<file path="src/rtl/legv8_pkg.sv">
// Shared LEGv8 decode definitions: opcode field constants and the immediate format tag.
package legv8_pkg;

  localparam logic [5:0]  B_OP     = 6'b000101;
  localparam logic [5:0]  BL_OP    = 6'b100101;
  localparam logic [7:0]  CBZ_OP   = 8'b10110100;
  localparam logic [7:0]  CBNZ_OP  = 8'b10110101;
  localparam logic [7:0]  BCOND_OP = 8'b01010100;
  localparam logic [10:0] LDUR_OP  = 11'b11111000010;
  localparam logic [10:0] STUR_OP  = 11'b11111000000;
  localparam logic [8:0]  MOVZ_OP  = 9'b110100101;
  localparam logic [8:0]  MOVK_OP  = 9'b111100101;
  localparam logic [9:0]  ADDI_OP  = 10'b1001000100;
  localparam logic [9:0]  SUBI_OP  = 10'b1101000100;
  localparam logic [10:0] LSL_OP   = 11'b11010011011;
  localparam logic [10:0] LSR_OP   = 11'b11010011010;

  typedef enum logic [2:0] {
    FmtUnk = 3'd0,
    FmtB   = 3'd1,
    FmtCb  = 3'd2,
    FmtD   = 3'd3,
    FmtI   = 3'd4,
    FmtIm  = 3'd5,
    FmtSh  = 3'd6
  } fmt_t;

endpackage

</file>
<file path="src/rtl/imm_gen_pipe_if.sv">
// Instruction-in / immediate-out handshake bundle for imm_gen_pipe.
interface imm_gen_pipe_if #(
  parameter int unsigned DATA_W = 64
);
  import legv8_pkg::*;

  logic              in_valid;
  logic              in_ready;
  logic [31:0]       instruction;
  logic              out_valid;
  logic              out_ready;
  logic [DATA_W-1:0] extended;
  fmt_t              fmt;

  modport master (
    output in_valid, instruction, out_ready,
    input  in_ready, out_valid, extended, fmt
  );

  modport slave (
    input  in_valid, instruction, out_ready,
    output in_ready, out_valid, extended, fmt
  );

endinterface

</file>
<file path="src/rtl/imm_decode.sv">
// Combinational LEGv8 instruction classifier and immediate extender.
module imm_decode
  import legv8_pkg::*;
#(
  parameter int unsigned DATA_W   = 64,
  parameter bit          BR_SHIFT = 1'b0
) (
  input  logic [31:0]       instr_i,
  output logic [DATA_W-1:0] imm_o,
  output fmt_t              fmt_o
);

  always_comb begin
    fmt_o = FmtUnk;
    imm_o = '0;
    if (instr_i[31:26] == B_OP || instr_i[31:26] == BL_OP) begin
      fmt_o = FmtB;
      imm_o = {{(DATA_W-26){instr_i[25]}}, instr_i[25:0]};
    end else if (instr_i[31:24] == CBZ_OP || instr_i[31:24] == CBNZ_OP ||
                 instr_i[31:24] == BCOND_OP) begin
      fmt_o = FmtCb;
      imm_o = {{(DATA_W-19){instr_i[23]}}, instr_i[23:5]};
    end else if (instr_i[31:21] == LDUR_OP || instr_i[31:21] == STUR_OP) begin
      fmt_o = FmtD;
      imm_o = {{(DATA_W-9){instr_i[20]}}, instr_i[20:12]};
    end else if (instr_i[31:23] == MOVZ_OP || instr_i[31:23] == MOVK_OP) begin
      fmt_o = FmtIm;
      // Shifting past the top clears the value, which covers hw>=2 at 32 bits.
      imm_o = DATA_W'(instr_i[20:5]) << {instr_i[22:21], 4'b0000};
    end else if (instr_i[31:22] == ADDI_OP || instr_i[31:22] == SUBI_OP) begin
      fmt_o = FmtI;
      imm_o = DATA_W'(instr_i[21:10]);
    end else if (instr_i[31:21] == LSL_OP || instr_i[31:21] == LSR_OP) begin
      fmt_o = FmtSh;
      imm_o = DATA_W'(instr_i[15:10]);
    end

    if (BR_SHIFT && (fmt_o == FmtB || fmt_o == FmtCb)) begin
      imm_o = imm_o << 2;
    end
  end

endmodule

</file>
<file path="src/rtl/imm_gen_pipe.sv">
// Decode-stage immediate generator with a small output buffer behind valid/ready.
module imm_gen_pipe
  import legv8_pkg::*;
#(
  parameter int unsigned DATA_W   = 64,
  parameter bit          BR_SHIFT = 1'b0,
  parameter int unsigned DEPTH    = 2
) (
  input  logic         clk,
  input  logic         rst_n,
  input  logic         flush,
  imm_gen_pipe_if.slave bus
);

  localparam int unsigned PtrW = (DEPTH > 1) ? $clog2(DEPTH) : 1;
  localparam int unsigned CntW = $clog2(DEPTH + 1);

  logic [DATA_W-1:0] dec_imm;
  fmt_t              dec_fmt;

  logic [DATA_W-1:0] imm_q [DEPTH];
  fmt_t              fmt_q [DEPTH];
  logic [PtrW-1:0]   wr_ptr_q, wr_ptr_d, rd_ptr_q, rd_ptr_d;
  logic [CntW-1:0]   cnt_q, cnt_d;
  logic              push, pop;

  imm_decode #(
    .DATA_W   (DATA_W),
    .BR_SHIFT (BR_SHIFT)
  ) u_imm_decode (
    .instr_i (bus.instruction),
    .imm_o   (dec_imm),
    .fmt_o   (dec_fmt)
  );

  function automatic logic [PtrW-1:0] ptr_inc(input logic [PtrW-1:0] p);
    return (p == PtrW'(DEPTH - 1)) ? '0 : p + PtrW'(1);
  endfunction

  // in_ready depends on registered count only, so out_ready never reaches it.
  assign bus.in_ready  = cnt_q < CntW'(DEPTH);
  assign bus.out_valid = cnt_q != '0;
  assign bus.extended  = imm_q[rd_ptr_q];
  assign bus.fmt       = fmt_q[rd_ptr_q];

  assign push = bus.in_valid & bus.in_ready;
  assign pop  = bus.out_valid & bus.out_ready;

  always_comb begin
    wr_ptr_d = wr_ptr_q;
    rd_ptr_d = rd_ptr_q;
    cnt_d    = cnt_q;
    if (flush) begin
      wr_ptr_d = '0;
      rd_ptr_d = '0;
      cnt_d    = '0;
    end else begin
      if (push) wr_ptr_d = ptr_inc(wr_ptr_q);
      if (pop)  rd_ptr_d = ptr_inc(rd_ptr_q);
      unique case ({push, pop})
        2'b10:   cnt_d = cnt_q + CntW'(1);
        2'b01:   cnt_d = cnt_q - CntW'(1);
        default: cnt_d = cnt_q;
      endcase
    end
  end

  always_ff @(posedge clk) begin
    if (!rst_n) begin
      wr_ptr_q <= '0;
      rd_ptr_q <= '0;
      cnt_q    <= '0;
      for (int unsigned i = 0; i < DEPTH; i++) begin
        imm_q[i] <= '0;
        fmt_q[i] <= FmtUnk;
      end
    end else begin
      wr_ptr_q <= wr_ptr_d;
      rd_ptr_q <= rd_ptr_d;
      cnt_q    <= cnt_d;
      if (push && !flush) begin
        imm_q[wr_ptr_q] <= dec_imm;
        fmt_q[wr_ptr_q] <= dec_fmt;
      end
    end
  end

endmodule

</file>
<file path="src/flat_wrapper.sv">
// flat-port wrapper written by rule: the top's interface ports become plain ports
module imm_gen_pipe_flat import legv8_pkg::*;
#(
  parameter int unsigned DATA_W   = 64,
  parameter bit          BR_SHIFT = 1'b0,
  parameter int unsigned DEPTH    = 2
)
  (clk, rst_n, flush, bus_in_valid, bus_instruction, bus_out_ready, bus_in_ready, bus_out_valid, bus_extended, bus_fmt);
  imm_gen_pipe_if #(.DATA_W(DATA_W)) bus_i ();
  input  logic clk;
  input  logic rst_n;
  input  logic flush;
  input wire logic [$bits(bus_i.in_valid)-1:0] bus_in_valid;
  input wire logic [$bits(bus_i.instruction)-1:0] bus_instruction;
  input wire logic [$bits(bus_i.out_ready)-1:0] bus_out_ready;
  output wire logic [$bits(bus_i.in_ready)-1:0] bus_in_ready;
  output wire logic [$bits(bus_i.out_valid)-1:0] bus_out_valid;
  output wire logic [$bits(bus_i.extended)-1:0] bus_extended;
  output wire logic [$bits(bus_i.fmt)-1:0] bus_fmt;
  assign bus_i.in_valid = bus_in_valid;
  assign bus_i.instruction = bus_instruction;
  assign bus_i.out_ready = bus_out_ready;
  assign bus_in_ready = bus_i.in_ready;
  assign bus_out_valid = bus_i.out_valid;
  assign bus_extended = bus_i.extended;
  assign bus_fmt = bus_i.fmt;
  imm_gen_pipe #(.DATA_W(DATA_W), .BR_SHIFT(BR_SHIFT), .DEPTH(DEPTH)) u_core (.clk(clk), .rst_n(rst_n), .flush(flush), .bus(bus_i));
endmodule
</file>
<file path="config.mk">
export PLATFORM = sky130hd
export DESIGN_NAME = imm_gen_pipe_flat
export DESIGN_NICKNAME = d
export VERILOG_FILES = /design/src/rtl/legv8_pkg.sv /design/src/rtl/imm_gen_pipe_if.sv /design/src/rtl/imm_decode.sv /design/src/rtl/imm_gen_pipe.sv /design/src/flat_wrapper.sv
export SDC_FILE = /design/constraint.sdc
export NUM_CORES = 1
export LEC_CHECK = 0
export ABC_CLOCK_PERIOD_IN_PS = 7400
export CAP_MARGIN = 30
export CORE_MARGIN = 8
export CORE_UTILIZATION = 55
export CTS_CLUSTER_DIAMETER = 120
export CTS_CLUSTER_SIZE = 25
export DETAILED_ROUTE_END_ITERATION = 16
export PLACE_DENSITY_LB_ADDON = 0.15
export SLEW_MARGIN = 25
export SYNTH_ARGS = -nofsm -noshare
export SYNTH_HDL_FRONTEND = slang
export SYNTH_HIERARCHICAL = 1
export SYNTH_SLANG_ARGS = --single-unit
</file>
<file path="constraint.sdc">
create_clock -name clk -period 7.4 [get_ports clk]
set_clock_uncertainty 0.2 [all_clocks]
set_input_delay 1.11 -clock clk [delete_from_list [all_inputs] [get_ports clk]]
set_output_delay 1.11 -clock clk [all_outputs]
set_load 0.01 [all_outputs]
</file>
==> results.sh, run 1 <==
export IMPL_clkTransAtPathRegs_ps=60
export IMPL_ios=106
export IMPL_grt_pass1_vias=5392
export IMPL_fin_crit_sh=0.530
export IMPL_p_clk_frac=0.429
export IMPL_final_cell_mix="and3_1 (136), edfxtp_1 (134), clkdlybuf4s50_1 (105)"
export IMPL_yosysWarnings=6
export IMPL_multi_input_area_sq_um=2910
export IMPL_dieWidth_um=132
export IMPL_slew_headroom=0.338
export IMPL_tightest_slew_ps=993
export IMPL_period_minus_slack_ps=3920
export IMPL_drive_gt1_frac=0.182
export IMPL_cap_violations=0
export IMPL_power_frac_seq=0.467
export IMPL_gp_congestion=0.874
export IMPL_layout_commonest_cell="and3_1"
export IMPL_drt_initial_drc_count=558
export IMPL_finalSetupTns_ps=0
export IMPL_cts_root_buf="clkbuf_16"
export IMPL_nets=707
export IMPL_numPortBuffers=105
export IMPL_antenna_found_initial=0
export IMPL_p_sw_mw=0.459
export IMPL_wl_per_cell_um=22.4
export IMPL_die_area_sq_um=17400
export IMPL_synth_cell_types=56
export IMPL_path_buf_inv=2
export IMPL_powerDensity_nw_per_um2=216
export IMPL_instances_no_fill=858
export IMPL_routed_wl_um=19300
export IMPL_synth_avg_cell_area_sq_um=12.4
export IMPL_syn_nets=633
export IMPL_dp_cells=825
export IMPL_fillers=961
export IMPL_vias_per_cell=6.33
export IMPL_clockBufferDepth=2
export IMPL_grt_use_met2=0.344
export IMPL_numCtsBuffers=17
export IMPL_worst_setup_path_start_kind="input port"
export IMPL_end_kind="flop"
export IMPL_cts_hold_buf=0
export IMPL_finalInstanceArea_sq_um=9000
export IMPL_post_cts_buffers=0
export IMPL_timing_final_ws_setup_ps=3480
export IMPL_grt_pass1_wl_um=29800
export IMPL_worst_hold_slack_ps=338
export IMPL_cp_top_family="buffers and inverters"
export IMPL_grt_usage=0.218
export IMPL_synth_async_reset_ratio=0
export IMPL_yosysSeqAreaShare=0.557
export IMPL_core_area_sq_um=13200
export IMPL_combPwrFrac=0.104
export IMPL_p_int_mw=1.48
export IMPL_initial_core_util=0.561
export IMPL_min_path_type="flop to flop"
export IMPL_clock_sinks=139
export IMPL_netSwitchingFraction=0.237
export IMPL_rsz0062_at_grt="no"
export IMPL_path_max_fanout=39
export IMPL_clock_latency_ps=420
export IMPL_netlist_instances=595
export IMPL_crit_chain="clkdlybuf4s50_1 > or4b_4 > a211oi_4 > a22oi_1 > nand2_1 > buf_4 > a21o_1 > and3_1"
export IMPL_syn_area_sq_um=7400
export IMPL_synth_seq_cells=139
export IMPL_fmax_mhz=255
export IMPL_drc=0
export IMPL_status="completed"
export IMPL_dr_pass1_iters=5
export IMPL_die_y_um=132
export IMPL_cts_resized=0
export IMPL_reg2regPathDepth=2
export IMPL_cellLeakagePower_nw=4.06
export IMPL_grt_use_met1=0.276
export IMPL_irDropWorstVdd_v=0.000127
export IMPL_place_ws_ps=3150
export IMPL_finish_utilization=0.683
export IMPL_areaGrowthSynthToFinish_pct=21.6
export IMPL_slowest_stage="clkdlybuf4s50_1"
export IMPL_power_mw=1.94
export IMPL_htreeDepth=4
export IMPL_place_area_sq_um=8370
export IMPL_seqCellArea_sq_um=4130
export IMPL_cp_required_ps=7480
export IMPL_drtAntennaViolNets=0
export IMPL_cpPeakStageDelay_ps=710
export IMPL_synth_top_flop_cell="edfxtp_1"
export IMPL_grt_busiest_layer="met2"
export IMPL_setup_viol=0
export IMPL_maxSlewViolCount=0
export IMPL_crit_type="input port to flop"
export IMPL_holdPathStages=2
export IMPL_cp_num_cells=8
export IMPL_grt_overflow_total=0
export IMPL_tritoncts="done"
export IMPL_vias=5428
export IMPL_grt_max_degree=135
export IMPL_grt_util_met3=0.0625
export IMPL_num_antenna_cells=0
export IMPL_row_count=42
export IMPL_synth_edff_count=134
export IMPL_cp_arrival_ps=4000
export IMPL_finalHoldViolCount=0
export IMPL_hpwl_um=11600
==> metal layers <==
metal	vias to the layer above	routed length, um	part of all wire
met1	2677	8180	0.42
met3	31	1490	0.078
met2	282	9100	0.47
li1	2438	-	-
met5	-	0	0
met4	0	472	0.025
==> registers in the layout (all words and copies together), names as in the netlist, named ones only <==
name	count
u_core/imm_q	128
u_core/fmt_q	6
u_core/cnt_q	2
u_core/rd_ptr_q	1
u_core/wr_ptr_q	1
==> path summary, 6_finish.rpt <==
check / from / endpoint / slack [ps]
setup reg to reg: u_core/cnt_q[1]$_SDFFE_PP0P_ / u_core/imm_q[0][22]$_SDFFCE_PN0P_ / 4720
hold / removal: u_core/rd_ptr_q$_SDFFE_PP0P_ / flop / 340
setup / recovery: bus_instruction[30] / u_core/imm_q[0][36]$_SDFFCE_PN0P_ / 3480
hold reg to reg: u_core/rd_ptr_q$_SDFFE_PP0P_ / flop / 340
==> synth_stat cells (all sizes together) (2+ instances only) <==
master / instances / area, sq um
and3: 137 / 857
edfxtp: 134 / 4020
mux2: 67 / 754
a21o: 39 / 293
buf: 35 / 304
nand2: 26 / 97.6
clkbuf: 24 / 96.3
a21oi: 17 / 85.1
nor2: 17 / 66.3
o21ai: 12 / 60.1
a22oi: 8 / 60.1
a221oi: 7 / 61.3
a22o: 6 / 52.6
o22ai: 6 / 37.5
dfxtp: 5 / 100
a221o: 4 / 40.0
nand3b: 4 / 30.0
or2: 4 / 25.0
a31oi: 3 / 18.8
and3b: 3 / 26.3
nand2b: 3 / 26.3
a211oi: 2 / 32.5
a2bb2oi: 2 / 17.5
and2: 2 / 12.5
and4b: 2 / 20.0
inv: 2 / 7.51
nand4: 2 / 12.5
nor2b: 2 / 20.0
nor3: 2 / 10.0
nor4b: 2 / 17.5
or3: 2 / 12.5
xnor2: 2 / 17.5
==> worst reg2reg max path, cell delays in order (launching register included) <==
cell and delay [ps]:
dfxtp_1 420, o31ai_4 900, buf_4 740
==> power groups by stage <==
stage | registers (mW) | logic (mW) | clock network (mW)
after floorplan | 0.926 | 0.0994 | 0
after global placement | 0.921 | 0.198 | 0
after detailed placement | 0.923 | 0.199 | 0
after CTS | 0.907 | 0.201 | 0.843
after global routing | 0.910 | 0.214 | 0.873
final | 0.906 | 0.202 | 0.833
==> kinds of logic (layout without fill, tap and decap cells) <==
| logic type | Yosys count | count (layout) | share of synthesized area |
|---|---|---|---|
| simple gates | 214 | 214 | 0.174 |
| flops | 139 | 139 | 0.557 |
| compound gates | 110 | 110 | 0.107 |
| mux | 67 | 67 | 0.102 |
| buf+inv | 61 | 148 | 0.0551 |
| xor+xnor | 3 | 3 | 0.00355 |
| fa+ha+maj | 1 | 1 | 0.00169 |
==> final cells by class <==
type	instances	area share
Clock buffer	20	0.0556
Clock inverter	12	0.0108
Inverter	2	0.000834
Multi-Input combinational cell	395	0.324
Sequential cell	139	0.458
Tap cell	176	0.0245
Timing Repair Buffer	114	0.126
Power figures use the tool's default switching activity.
==> run 2, diff against run 1 <==
Settings changed: ABC_CLOCK_PERIOD_IN_PS 7400 to 3200, CORE_UTILIZATION 55 to 50.
Clock period 7.4 ns to 3.2 ns, I/O delays scaled along.
==> results.sh, run 2 (synthesized netlist as in run 1, its figures left out) <==
export IMPL_grt_use_met1=0.298
export IMPL_powerDensity_nw_per_um2=488
export IMPL_grt_usage=0.220
export IMPL_timing_final_ws_setup_ps=448
export IMPL_wl_per_cell_um=23.0
export IMPL_vias=5495
export IMPL_finalInstanceArea_sq_um=9150
export IMPL_worst_setup_path_start_kind="flop"
export IMPL_cts_root_buf="clkbuf_16"
export IMPL_grt_max_degree=135
export IMPL_tightest_slew_ps=675
export IMPL_cp_arrival_ps=2070
export IMPL_die_y_um=138
export IMPL_p_int_mw=3.44
export IMPL_drt_initial_drc_count=609
export IMPL_grt_pass1_vias=5462
export IMPL_fin_crit_sh=0.860
export IMPL_htreeDepth=4
export IMPL_cts_resized=0
export IMPL_nets=728
export IMPL_place_ws_ps=118
export IMPL_power_frac_seq=0.469
export IMPL_drc=0
export IMPL_drtAntennaViolNets=0
export IMPL_layout_commonest_cell="and3_1"
export IMPL_grt_pass1_wl_um=31200
export IMPL_path_max_fanout=67
export IMPL_combPwrFrac=0.109
export IMPL_hpwl_um=12700
export IMPL_place_area_sq_um=8590
export IMPL_slew_headroom=0.550
export IMPL_final_cell_mix="and3_1 (136), edfxtp_1 (134), clkdlybuf4s50_1 (105)"
export IMPL_gp_congestion=0.935
export IMPL_row_count=44
export IMPL_clock_latency_ps=420
export IMPL_min_path_type="flop to flop"
export IMPL_core_area_sq_um=14500
export IMPL_die_area_sq_um=19000
export IMPL_irDropWorstVdd_v=0.000312
export IMPL_rsz0062_at_grt="no"
export IMPL_areaGrowthSynthToFinish_pct=23.6
export IMPL_vias_per_cell=6.20
export IMPL_grt_busiest_layer="met2"
export IMPL_top_regs="u_core/imm_q (128), u_core/fmt_q (6), u_core/cnt_q (2)"
export IMPL_drive_gt1_frac=0.199
export IMPL_timing_reg2reg_setup_slack_ps=1300
export IMPL_grt_util_met3=0.0532
export IMPL_setup_viol=0
export IMPL_num_antenna_cells=0
export IMPL_post_cts_buffers=0
export IMPL_antenna_found_initial=0
export IMPL_finalSetupTns_ps=0
export IMPL_dieWidth_um=138
export IMPL_status="completed"
export IMPL_grt_use_met2=0.335
export IMPL_period_minus_slack_ps=2750
export IMPL_largest_reg_flops=128
export IMPL_clkTransAtPathRegs_ps=60
export IMPL_p_clk_frac=0.421
export IMPL_power_mw=4.46
export IMPL_regMostFlops="u_core/imm_q"
export IMPL_finalHoldViolCount=0
export IMPL_fmax_mhz=363
export IMPL_crit_type="flop to output pin"
export IMPL_initial_core_util=0.511
export IMPL_cts_hold_buf=0
export IMPL_clockBufferDepth=2
export IMPL_end_kind="output pin"
export IMPL_cellLeakagePower_nw=4.16
export IMPL_dr_pass1_iters=5
export IMPL_p_sw_mw=1.03
export IMPL_routed_wl_um=20400
export IMPL_netSwitchingFraction=0.230
export IMPL_grt_overflow_total=0
export IMPL_ios=106
export IMPL_numPortBuffers=105
export IMPL_tritoncts="done"
export IMPL_numCtsBuffers=17
export IMPL_cap_violations=0
export IMPL_clock_sinks=139
export IMPL_cp_required_ps=2520
export IMPL_maxSlewViolCount=0
run 2: cell count changes in the layout (fill, tap and decap cells not counted), sizes merged:
cell,before,now
clkinv,6,7
bufinv,0,2
buf,9,30
inv,6,3
run 2: path summary, 6_finish.rpt:
check / endpoint / cells after the start / startpoint
setup / recovery: bus_extended[3] / 3 / flop
hold / removal: flop / 2 / u_core/rd_ptr_q$_SDFFE_PP0P_
setup reg to reg: u_core/imm_q[1][18]$_SDFFCE_PN0P_ / 4 / u_core/cnt_q[1]$_SDFFE_PP0P_
hold reg to reg: flop / 2 / u_core/rd_ptr_q$_SDFFE_PP0P_
run 2: area by class of cell:
cell class	instances	area [sq um]
clock buffers	20	437
clock inverters	12	124
fillers	1140	5330
inverters	2	7.51
multi-input cells	395	2900
flip-flops and latches	139	4130
well taps	184	230
repair buffers	135	1330
run 2: per-stage QoR:
stage / std cells / utilization / hold WS (ps)
after floorplan: 595 / - / 281
after global placement: 855 / 0.593 / 298
after detailed placement: 855 / 0.593 / 311
after CTS: 887 / 0.632 / 337
after global routing: 887 / 0.632 / 384
final: 887 / 0.632 / 327
run 2: worst max-delay path, stage by stage, from the launching register on:
cell             delay (ps)
dfxtp_2                 340
buf_12                  320
mux2_2                  430
clkdlybuf4s50_1         510
run 2: metal layers:
layer	up-vias	wire length [um]
met5	-	0
met4	0	433
met3	28	1590
met2	284	9520
met1	2707	8870
li1	2476	-
run 2: power groups by stage:
stage	Sequential [mW]	Combinational (mW)	Clock, mW
2_1_floorplan	2.13	0.232	0
3_3_place_gp	2.13	0.484	0
3_5_place_dp	2.13	0.488	0
4_1_cts	2.10	0.491	1.90
5_1_grt	2.10	0.517	1.98
6_report	2.10	0.488	1.88
